<file path="src/rtl/spice_node_relax.sv">
// +----------------------------------------------------------------------------+
// | Module   : spice_node_relax                                                |
// | Purpose  : Iterative relaxation of one circuit node. Each RUN cycle sums   |
// |            N signed branch currents, scales them by the node capacitance   |
// |            (arithmetic shift) and integrates into a saturating voltage.    |
// |            A hysteretic comparator turns the voltage into a digital level. |
// | Revision : 1.0 - initial release                                           |
// +----------------------------------------------------------------------------+
`default_nettype none

module spice_node_relax #(
  parameter int              W         = 16,
  parameter int              N         = 4,
  parameter int              CAP_SHIFT = 2,
  parameter int              MAX_ITER  = 64,
  parameter int              EPS       = 4,
  parameter logic [W-1:0]    VHI       = 16'h3FFF,
  parameter logic [W-1:0]    VLO       = 16'hC000,
  parameter logic [W-1:0]    TH_HI     = 16'h1000,
  parameter logic [W-1:0]    TH_LO     = 16'hF000
) (
  input  logic                          eclk,
  input  logic                          ereset_n,
  input  logic                          start,
  input  logic [N*W-1:0]                i_in,
  input  logic                          load,
  input  logic [W-1:0]                  load_v,
  output logic [W-1:0]                  v,
  output logic                          p,
  output logic                          busy,
  output logic                          done,
  output logic                          settled,
  output logic [$clog2(MAX_ITER+1)-1:0] iter
);

  // Sum width leaves room for N full-scale channels plus one guard bit.
  localparam int SW = W + $clog2(N) + 1;
  localparam int IW = $clog2(MAX_ITER+1);

  localparam logic [1:0] S_IDLE = 2'd0;
  localparam logic [1:0] S_RUN  = 2'd1;
  localparam logic [1:0] S_DONE = 2'd2;

  // Rails and thresholds widened so all comparisons are exact signed ones.
  localparam logic signed [SW:0]   c_vhi_ext = {{(SW+1-W){VHI[W-1]}}, VHI};
  localparam logic signed [SW:0]   c_vlo_ext = {{(SW+1-W){VLO[W-1]}}, VLO};
  localparam logic signed [SW-1:0] c_eps_pos = SW'(EPS);
  localparam logic signed [SW-1:0] c_eps_neg = SW'(-EPS);
  localparam logic [IW-1:0]        c_max_it  = IW'(MAX_ITER);

  logic [1:0]          r_state;
  logic [1:0]          w_state_nxt;
  logic [W-1:0]        r_v;
  logic                r_p;
  logic                r_settled;
  logic [IW-1:0]       r_iter;
  logic [1:0]          r_cnt;

  logic signed [SW-1:0] w_sum;
  logic signed [SW-1:0] w_step;
  logic signed [SW:0]   w_vsum;
  logic [W-1:0]         w_vsat;
  logic                 w_small;
  logic [1:0]           w_cnt_nxt;
  logic [IW-1:0]        w_iter_nxt;
  logic                 w_hit_settle;
  logic                 w_hit_max;
  logic                 w_go;

  // Sign-extend every channel and accumulate the total node current.
  always_comb begin
    w_sum = '0;
    for (int k = 0; k < N; k++) begin
      w_sum = w_sum + {{(SW-W){i_in[k*W+W-1]}}, i_in[k*W +: W]};
    end
  end

  // Integrate the scaled current and clamp to the rails.
  always_comb begin
    w_step  = w_sum >>> CAP_SHIFT;
    w_vsum  = {{(SW+1-W){r_v[W-1]}}, r_v} + {w_step[SW-1], w_step};
    if (w_vsum > c_vhi_ext) begin
      w_vsat = VHI;
    end else if (w_vsum < c_vlo_ext) begin
      w_vsat = VLO;
    end else begin
      w_vsat = w_vsum[W-1:0];
    end
  end

  // Settle detection and termination conditions for the current RUN cycle.
  always_comb begin
    w_small      = (w_sum <= c_eps_pos) && (w_sum >= c_eps_neg);
    w_go         = (r_state == S_IDLE) && start;
    if (load) begin
      w_cnt_nxt = 2'd0;
    end else if (w_small) begin
      w_cnt_nxt = r_cnt + 2'd1;
    end else begin
      w_cnt_nxt = 2'd0;
    end
    w_iter_nxt   = r_iter + {{(IW-1){1'b0}}, 1'b1};
    w_hit_settle = (w_cnt_nxt == 2'd2);
    w_hit_max    = (w_iter_nxt == c_max_it);
  end

  // State register.
  always_ff @(posedge eclk or negedge ereset_n) begin
    if (!ereset_n) begin
      r_state <= S_IDLE;
    end else begin
      r_state <= w_state_nxt;
    end
  end

  // Next-state logic: DONE always lasts a single cycle.
  always_comb begin
    w_state_nxt = r_state;
    case (r_state)
      S_IDLE:  if (start) w_state_nxt = S_RUN;
      S_RUN:   if (w_hit_settle || w_hit_max) w_state_nxt = S_DONE;
      S_DONE:  w_state_nxt = S_IDLE;
      default: w_state_nxt = S_IDLE;
    endcase
  end

  // Status outputs decoded from the state register.
  always_comb begin
    busy = (r_state == S_RUN);
    done = (r_state == S_DONE);
  end

  // Node voltage, iteration count, settle count and settled flag.
  always_ff @(posedge eclk or negedge ereset_n) begin
    if (!ereset_n) begin
      r_v       <= '0;
      r_iter    <= '0;
      r_cnt     <= 2'd0;
      r_settled <= 1'b0;
    end else begin
      if (load) begin
        r_v <= load_v;
      end else if (r_state == S_RUN) begin
        r_v <= w_vsat;
      end

      if (w_go) begin
        r_iter <= '0;
      end else if (r_state == S_RUN) begin
        r_iter <= w_iter_nxt;
      end

      if (w_go || load) begin
        r_cnt <= 2'd0;
      end else if (r_state == S_RUN) begin
        r_cnt <= w_cnt_nxt;
      end

      if (w_go) begin
        r_settled <= 1'b0;
      end else if ((r_state == S_RUN) && w_hit_settle) begin
        r_settled <= 1'b1;
      end
    end
  end

  // Hysteretic level detector driven from the registered voltage.
  always_ff @(posedge eclk or negedge ereset_n) begin
    if (!ereset_n) begin
      r_p <= 1'b0;
    end else if ($signed(r_v) >= $signed(TH_HI)) begin
      r_p <= 1'b1;
    end else if ($signed(r_v) <= $signed(TH_LO)) begin
      r_p <= 1'b0;
    end
  end

  assign v       = r_v;
  assign p       = r_p;
  assign settled = r_settled;
  assign iter    = r_iter;

endmodule

`default_nettype wire
</file>
<file path="config.mk">
export PLATFORM = sky130hd
export DESIGN_NAME = spice_node_relax
export DESIGN_NICKNAME = d
export VERILOG_FILES = /design/src/rtl/spice_node_relax.sv
export SDC_FILE = /design/constraint.sdc
export NUM_CORES = 1
export LEC_CHECK = 0
export BUFFER_PORTS_ARGS = -buffer_cell sky130_fd_sc_hd__buf_2
export CAP_MARGIN = 0
export CELL_PAD_IN_SITES_DETAIL_PLACEMENT = 1
export CELL_PAD_IN_SITES_GLOBAL_PLACEMENT = 2
export CORE_UTILIZATION = 31
export DETAILED_ROUTE_END_ITERATION = 10
export PLACE_DENSITY_LB_ADDON = 0.1
export SLEW_MARGIN = 30
export SYNTH_ARGS = -nofsm -noshare
export SYNTH_HDL_FRONTEND = slang
export SYNTH_SLANG_ARGS = --single-unit
</file>
<file path="constraint.sdc">
create_clock -name eclk -period 3.1 [get_ports eclk]
set_input_delay 0 -clock eclk [delete_from_list [all_inputs] [get_ports eclk]]
set_output_delay 0 -clock eclk [all_outputs]
set_load 0.005 [all_outputs]
</file>
# [Yosys cells after proc, flatten, opt, wreduce, memory -nomap -nowiden]
# Index checks and enable logic that the tools add are counted.
# Widths: inputs -> output; s select.
[classes] addsub=6 order_cmp=6 eq_ne=6 mux=17 reduce_logical=12
[op_table] op="$mux 16" count=4
[op_table] op="$add 18x16->19" count=1
[op_table] op="$ge 19x3->1 const B" count=1
[op_table] op="$le 19x4->1 const B" count=1
[op_table] op="$add 16x17->18" count=1
[op_table] op="$add 17x16->18" count=1
[op_table] op="$gt 18x15->1 const B" count=1
[op_table] op="$lt 18x15->1 const B" count=1
[op_table] op="$add 16x16->17" count=1
[op_table] op="$ge 16x14->1 const B" count=1
[op_table] op="$le 16x13->1 const B" count=1
[op_table] op="$mux 7" count=2
[op_table] op="$mux 2" count=6
[op_table] op="$reduce_bool 2->1" count=5
[op_table] op="$add 7x1->7 const B" count=1
[op_table] op="$eq 7x7->1 const B" count=1
[op_table] op="$eq 2x2->1 const B" count=2
[op_table] op="$mux 1" count=4
[op_table] op="$pmux 2 s2" count=1
[op_table] op="$logic_and 1x1->1" count=3
[op_table] op="$add 2x1->2 const B" count=1
[op_table] op="$eq 2x1->1 const B" count=1
[op_table] op="$logic_not 2->1" count=1
[op_table] op="$logic_or 1x1->1" count=2
[op_table] op="other kinds (3)" count=3
[totals] regBits=29 out_inout_bits=27 word_cells=53

# [Depth between registers and ports, before layout]
[depth] ltp_word=11 mapped_depth=22

# [Least setup slack after synthesis]
# No wires, ideal clock.
[synth_path] path_type="in2reg" startpoint="input port i_in[1]" endpoint="register r_v[11] (netlist: v[11])" setup_ns=0.157 arrival_time_ns=4.768 required_time_ns=2.943 slack_ns=-1.825 cell_stages=21 n_path_buf=0 path_cell_list="inv_1 fa_1 inv_1 fa_1 ha_1 fa_1 a211oi_1 o21ai_0 a31o_2 a21oi_1 xnor2_1 ha_1 a21oi_1 nor2b_1 o21ai_0 o21ai_0 o41ai_1 xnor2_1 o31a_1 nor3_2 a221oi_1"
[synth_between] elab_chain_len=9
[synth_lines] item="start: declaration" line="25" text="input logic [N*W-1:0] i_in,"
[synth_lines] item="$add 16x16->17 (*)" line="74" text="w_sum = w_sum + {{(SW-W){i_in[k*W+W-1]}}, i_in[k*W +: W]};"
[synth_lines] item="$add 17x16->18 (*)" line="74"
[synth_lines] item="$add 18x16->19 (*)" line="74"
[synth_lines] item="$add 16x17->18 (*)" line="81" text="w_vsum = {{(SW+1-W){r_v[W-1]}}, r_v} + {w_step[SW-1], w_step};"
[synth_lines] item="$lt 18x15->1" line="84" text="end else if (w_vsum < c_vlo_ext) begin"
[synth_lines] item="$mux 16" line="84"
[synth_lines] item="$mux 16 (*)" line="82" text="if (w_vsum > c_vhi_ext) begin"
[synth_lines] item="$mux 16 (*)" line="143" text="end else if (r_state == S_RUN) begin"
[synth_lines] item="$mux 16 (*)" line="141" text="if (load) begin"
[synth_lines] item="end signal: assignment" line="142" text="r_v <= load_v;"
[synth_lines] item="end signal: assignment" line="144" text="r_v <= w_vsat;"
[synth_lines] item="end: declaration" line="53" text="logic [W-1:0] r_v;"
# Every way passes the cells marked *; elsewhere a longest branch is shown, timed or not. The select of a mux whose other input is x is not followed.
# A chain may end at the register's enable or synchronous reset.

# [Worst setup path in the final report]
[layout_path] startpoint="input port i_in[33]" endpoint="register r_v[3] (netlist: v[3])"
[layout_between] elab_chain_len=8
[layout_lines] item="$add 17x16->18 (*)" line="74"
[layout_lines] item="$add 18x16->19 (*)" line="74"
[layout_lines] item="$add 16x17->18 (*)" line="81"
[layout_lines] item="$lt 18x15->1" line="84"
[layout_lines] item="$mux 16" line="84"
[layout_lines] item="$mux 16 (*)" line="82"
[layout_lines] item="$mux 16 (*)" line="143"
[layout_lines] item="$mux 16 (*)" line="141"
# Marked as above.

==> key figures <==
Placement
  • Post-DP HPWL: 10.9 mm
  • RD Place Congestion: 0.820
  • Port Buf Inserts: 110
  • Placement Setup Slack: -1.94 ns

Worst setup path
  • Setup CP Type: primary input to flop
  • Startpoint types: primary input
  • Crit Path Max Fanout: 5
  • Element type at the critical path end: flop
  • Worst Path Required: 3.22 ns
  • Arr. time, crit path: 4.72 ns

Synthesis
  • Count of cell types in the netlist: 60
  • Seq/Total Area, Yosys: 17.3%
  • Async SR Flop Fraction: 100%
  • Cell area after synthesis: 0.00420 mm2
  • Yosys warnings: 0
  • Main synth FF type: dfrtp_1
  • EDFF count, synth: 0
  • Syn Inst Count: 524
  • Avg Cell Area, Syn: 8.01 um2
  • Post-synthesis register bit count: 29
  • Synth Net Count: 679

Floorplan
  • Die Width: 118 um
  • Number of top-level pins: 111
  • Initial cell density of the core: 31.7%
  • DIE AREA: 0.0140 mm2
  • Core area: 0.0132 mm2
  • Core Rows: 42
  • Die H: 118 um

Power and ir drop
  • PwrDens: 1460 mW/mm2
  • Worst vdd ir: 0.534 mV
  • Pleak: 3.29 nW

Timing
  • Final setup vio count: 21
  • Fmax: 217 MHz
  • Slew Limit Fails: 0
  • Worst Skew: 0.00510 ns
  • RSZ-0062 raised after global routing: yes
  • Relative slew margins: 53.2%
  • Fin Hold WS: -0.00440 ns
  • Final min period: 4.60 ns
  • Tcrit/Tclk final: 148%
  • Worst Tran Pin Value: 0.700 ns
  • Final worst slack: -1.50 ns
  • Final Hold Fails: 2

Global routing
  • Initial antenna violation count: 0
  • First-pass GRT wire length: 22.5 mm
  • Vias in the first global route: 4940
  • Grt total ovfl: 0
  • Largest net degree at the start of global routing: 32
  • Global-route usage over all layers: 19.6%

Clocking
  • Clock root buffer: clkbuf_16
  • Inserted Clock Buffers: 5
  • CTS tree: built
  • Clock Sinks: 29
  • H-tree Lvls: 2
  • Insertion delay to the later sink of the worst-skew pair: 0.28 ns
  • Clk slew on worst S/H paths: 0.05 ns
  • Maximum root-to-sink buffer count: 2

Final layout
  • N_diodes: 0
  • Fillers: 1654
  • Register area: 726 um2
  • Final nets: 912
  • Multi-input logic area: 0.00345 mm2
  • Area Growth Syn to Fin: 55.5%
  • Layout cells sized above 1: 39.8%

Routing
  • DR WL/cell: 14.8 um
  • Routed Wire Length: 13.8 mm
  • Vias per Instance: 4.93
  • DRT antenna net count: 0
  • Via Count: 4606
  • Router iterations before antenna repair: 7
  • Drc violations: 1
  • First DRT Iteration DRCs: 99

Min path
  • Worst hold path class: primary input to flop

Run
  • Max-Cap Viols: 0

Run status
  • Outcome: complete, but fails checks
  • Failing checks: DRC, hold timing, setup timing
state kept, by name, summed over array words and instances (netlist names):
name,cells
p,1
r_state,2
v,16
iter,7
settled,1
r_cnt,2
synth_stat cells, types with 3 or more instances:
library cell | count | area (um2)
nor2b_1 | 7 | 43.8
and2_1 | 3 | 18.8
and3_1 | 7 | 43.8
o211ai_1 | 6 | 45.0
a31oi_1 | 4 | 25.0
or3_1 | 5 | 31.3
inv_1 | 110 | 413
nand2_1 | 39 | 146
nand4_1 | 8 | 50.1
o21ai_0 | 36 | 180
a21o_1 | 7 | 52.6
a31o_2 | 3 | 26.3
o21bai_1 | 5 | 37.5
a21oi_1 | 31 | 155
clkbuf_1 | 7 | 26.3
ha_1 | 37 | 463
nand2b_1 | 7 | 43.8
fa_1 | 34 | 681
nor3_1 | 14 | 70.1
nand3_1 | 9 | 45.0
o31ai_1 | 6 | 45.0
a211oi_1 | 4 | 30.0
o221ai_1 | 3 | 26.3
a221oi_1 | 6 | 52.6
nor4_1 | 7 | 43.8
nor2_1 | 27 | 101
dfrtp_1 | 29 | 726
xnor2_1 | 15 | 131
xor2_1 | 11 | 96.3
a211o_1 | 4 | 35.0
per-layer routing:
layer | wire, um | part of all wire (%) | track usage (%) | vias up
met3 | 372 | 2.7 | 1.45 | 14
met5 | 0 | 0 | 0 | -
met4 | 199 | 1.4 | 4.33 | 0
met2 | 7320 | 53 | 37.5 | 78
met1 | 5930 | 43 | 23.6 | 2248
li1 | - | - | - | 2266
per-stage QoR:
step           instance area [um2]  util (%)  power (mW)  cells  setup TNS, ns
2_1_floorplan                 4320         -        4.67    524         -23.70
3_3_place_gp                  5760      43.5        7.12    895         -33.48
3_5_place_dp                  5760      43.5        7.31    895         -35.84
4_1_cts                       6210      46.9        8.41    921         -27.60
5_1_grt                       6530      49.3        10.3    934         -31.92
6_report                      6530      49.3        9.52    934         -27.09
layout make-up:
type,count,share of cell area [%]
multi-input cells,378,52.9
inverters,110,6.48
repair buffers,233,24.1
flip-flops and latches,29,11.1
well taps,176,3.37
clock buffers,8,2.09
cell families (layout without fill, tap and decap cells):
kind of cell / after synthesis / in the layout / share of synthesized area [%]
AOI/OAI and AO/OA: 135 / 136 / 21.7
buffers and inverters: 118 / 351 / 10.6
and+or+nand+nor: 144 / 144 / 17.6
DFF: 29 / 29 / 17.3
xor gates and xnor gates: 26 / 26 / 5.42
adders and majority gates: 71 / 71 / 27.2
muxes: 1 / 1 / 0.238
final timing paths:
| kind | from | end | slack [ns] | cells after the start |
|---|---|---|---|---|
| worst min-delay path | load_v[11] | v[11] | -0.004 | 3 |
| worst max register to register | v[0] | v[3] | 0.11 | 13 |
| worst max-delay path | i_in[33] | v[3] | -1.50 | 23 |
| worst min register to register | settled | settled | 0.49 | 2 |
| min in group asynchronous | ereset_n | v[9] | 0.31 | 2 |
| max in group asynchronous | ereset_n | v[0] | 2.34 | 2 |
cells in the final DEF (no fill, tap or decap), types with 7 or more instances in the layout:
cell and count:
buf_2 107, nand2b_1 7, dlygate4sd3_1 9, nand3_1 8, dfrtp_1 29, nor3_1 13
xnor2_1 11, inv_1 106, a21o_1 7, buf_6 8, xor2_1 10, ha_4 7
ha_1 28, o21ai_0 31, nor2_1 25, nand2_1 37, buf_4 106, a21oi_1 24
nand4_1 8, and3_1 7, fa_1 32
critical path, cell delays in order:
cell       delay (ns)
buf_8            0.07
inv_4            0.03
fa_1             0.54
inv_2            0.04
fa_1             0.47
ha_2             0.21
fa_2             0.37
a211oi_4         0.30
o21ai_2          0.10
a31o_2           0.23
a21oi_4          0.16
xnor2_2          0.11
ha_1             0.37
buf_6            0.15
a21o_1           0.19
a21oi_4          0.18
o21ai_2          0.11
a21oi_2          0.16
nand3_2          0.08
o31a_1           0.36
nor3_4           0.24
clkbuf_16        0.20
a221oi_2         0.05
timing repair:
action | 4_1_cts | 5_1_grt
hold endpoints to repair | 37 | 0
pin swaps | 30 | 24
gates cloned | 0 | 2
setup endpoints to repair | 21 | 21
buffers inserted | 10 | 12
hold buffers | 9 | 0
resized for setup | 35 | 33
report_power, final:
group	internal, mW	switching (mW)	leakage (nW)
clock network	0.297	0.160	0.0652
registers	0.545	0.261	0.345
logic	4.25	4.00	2.88
Power figures use the tool's default switching activity.
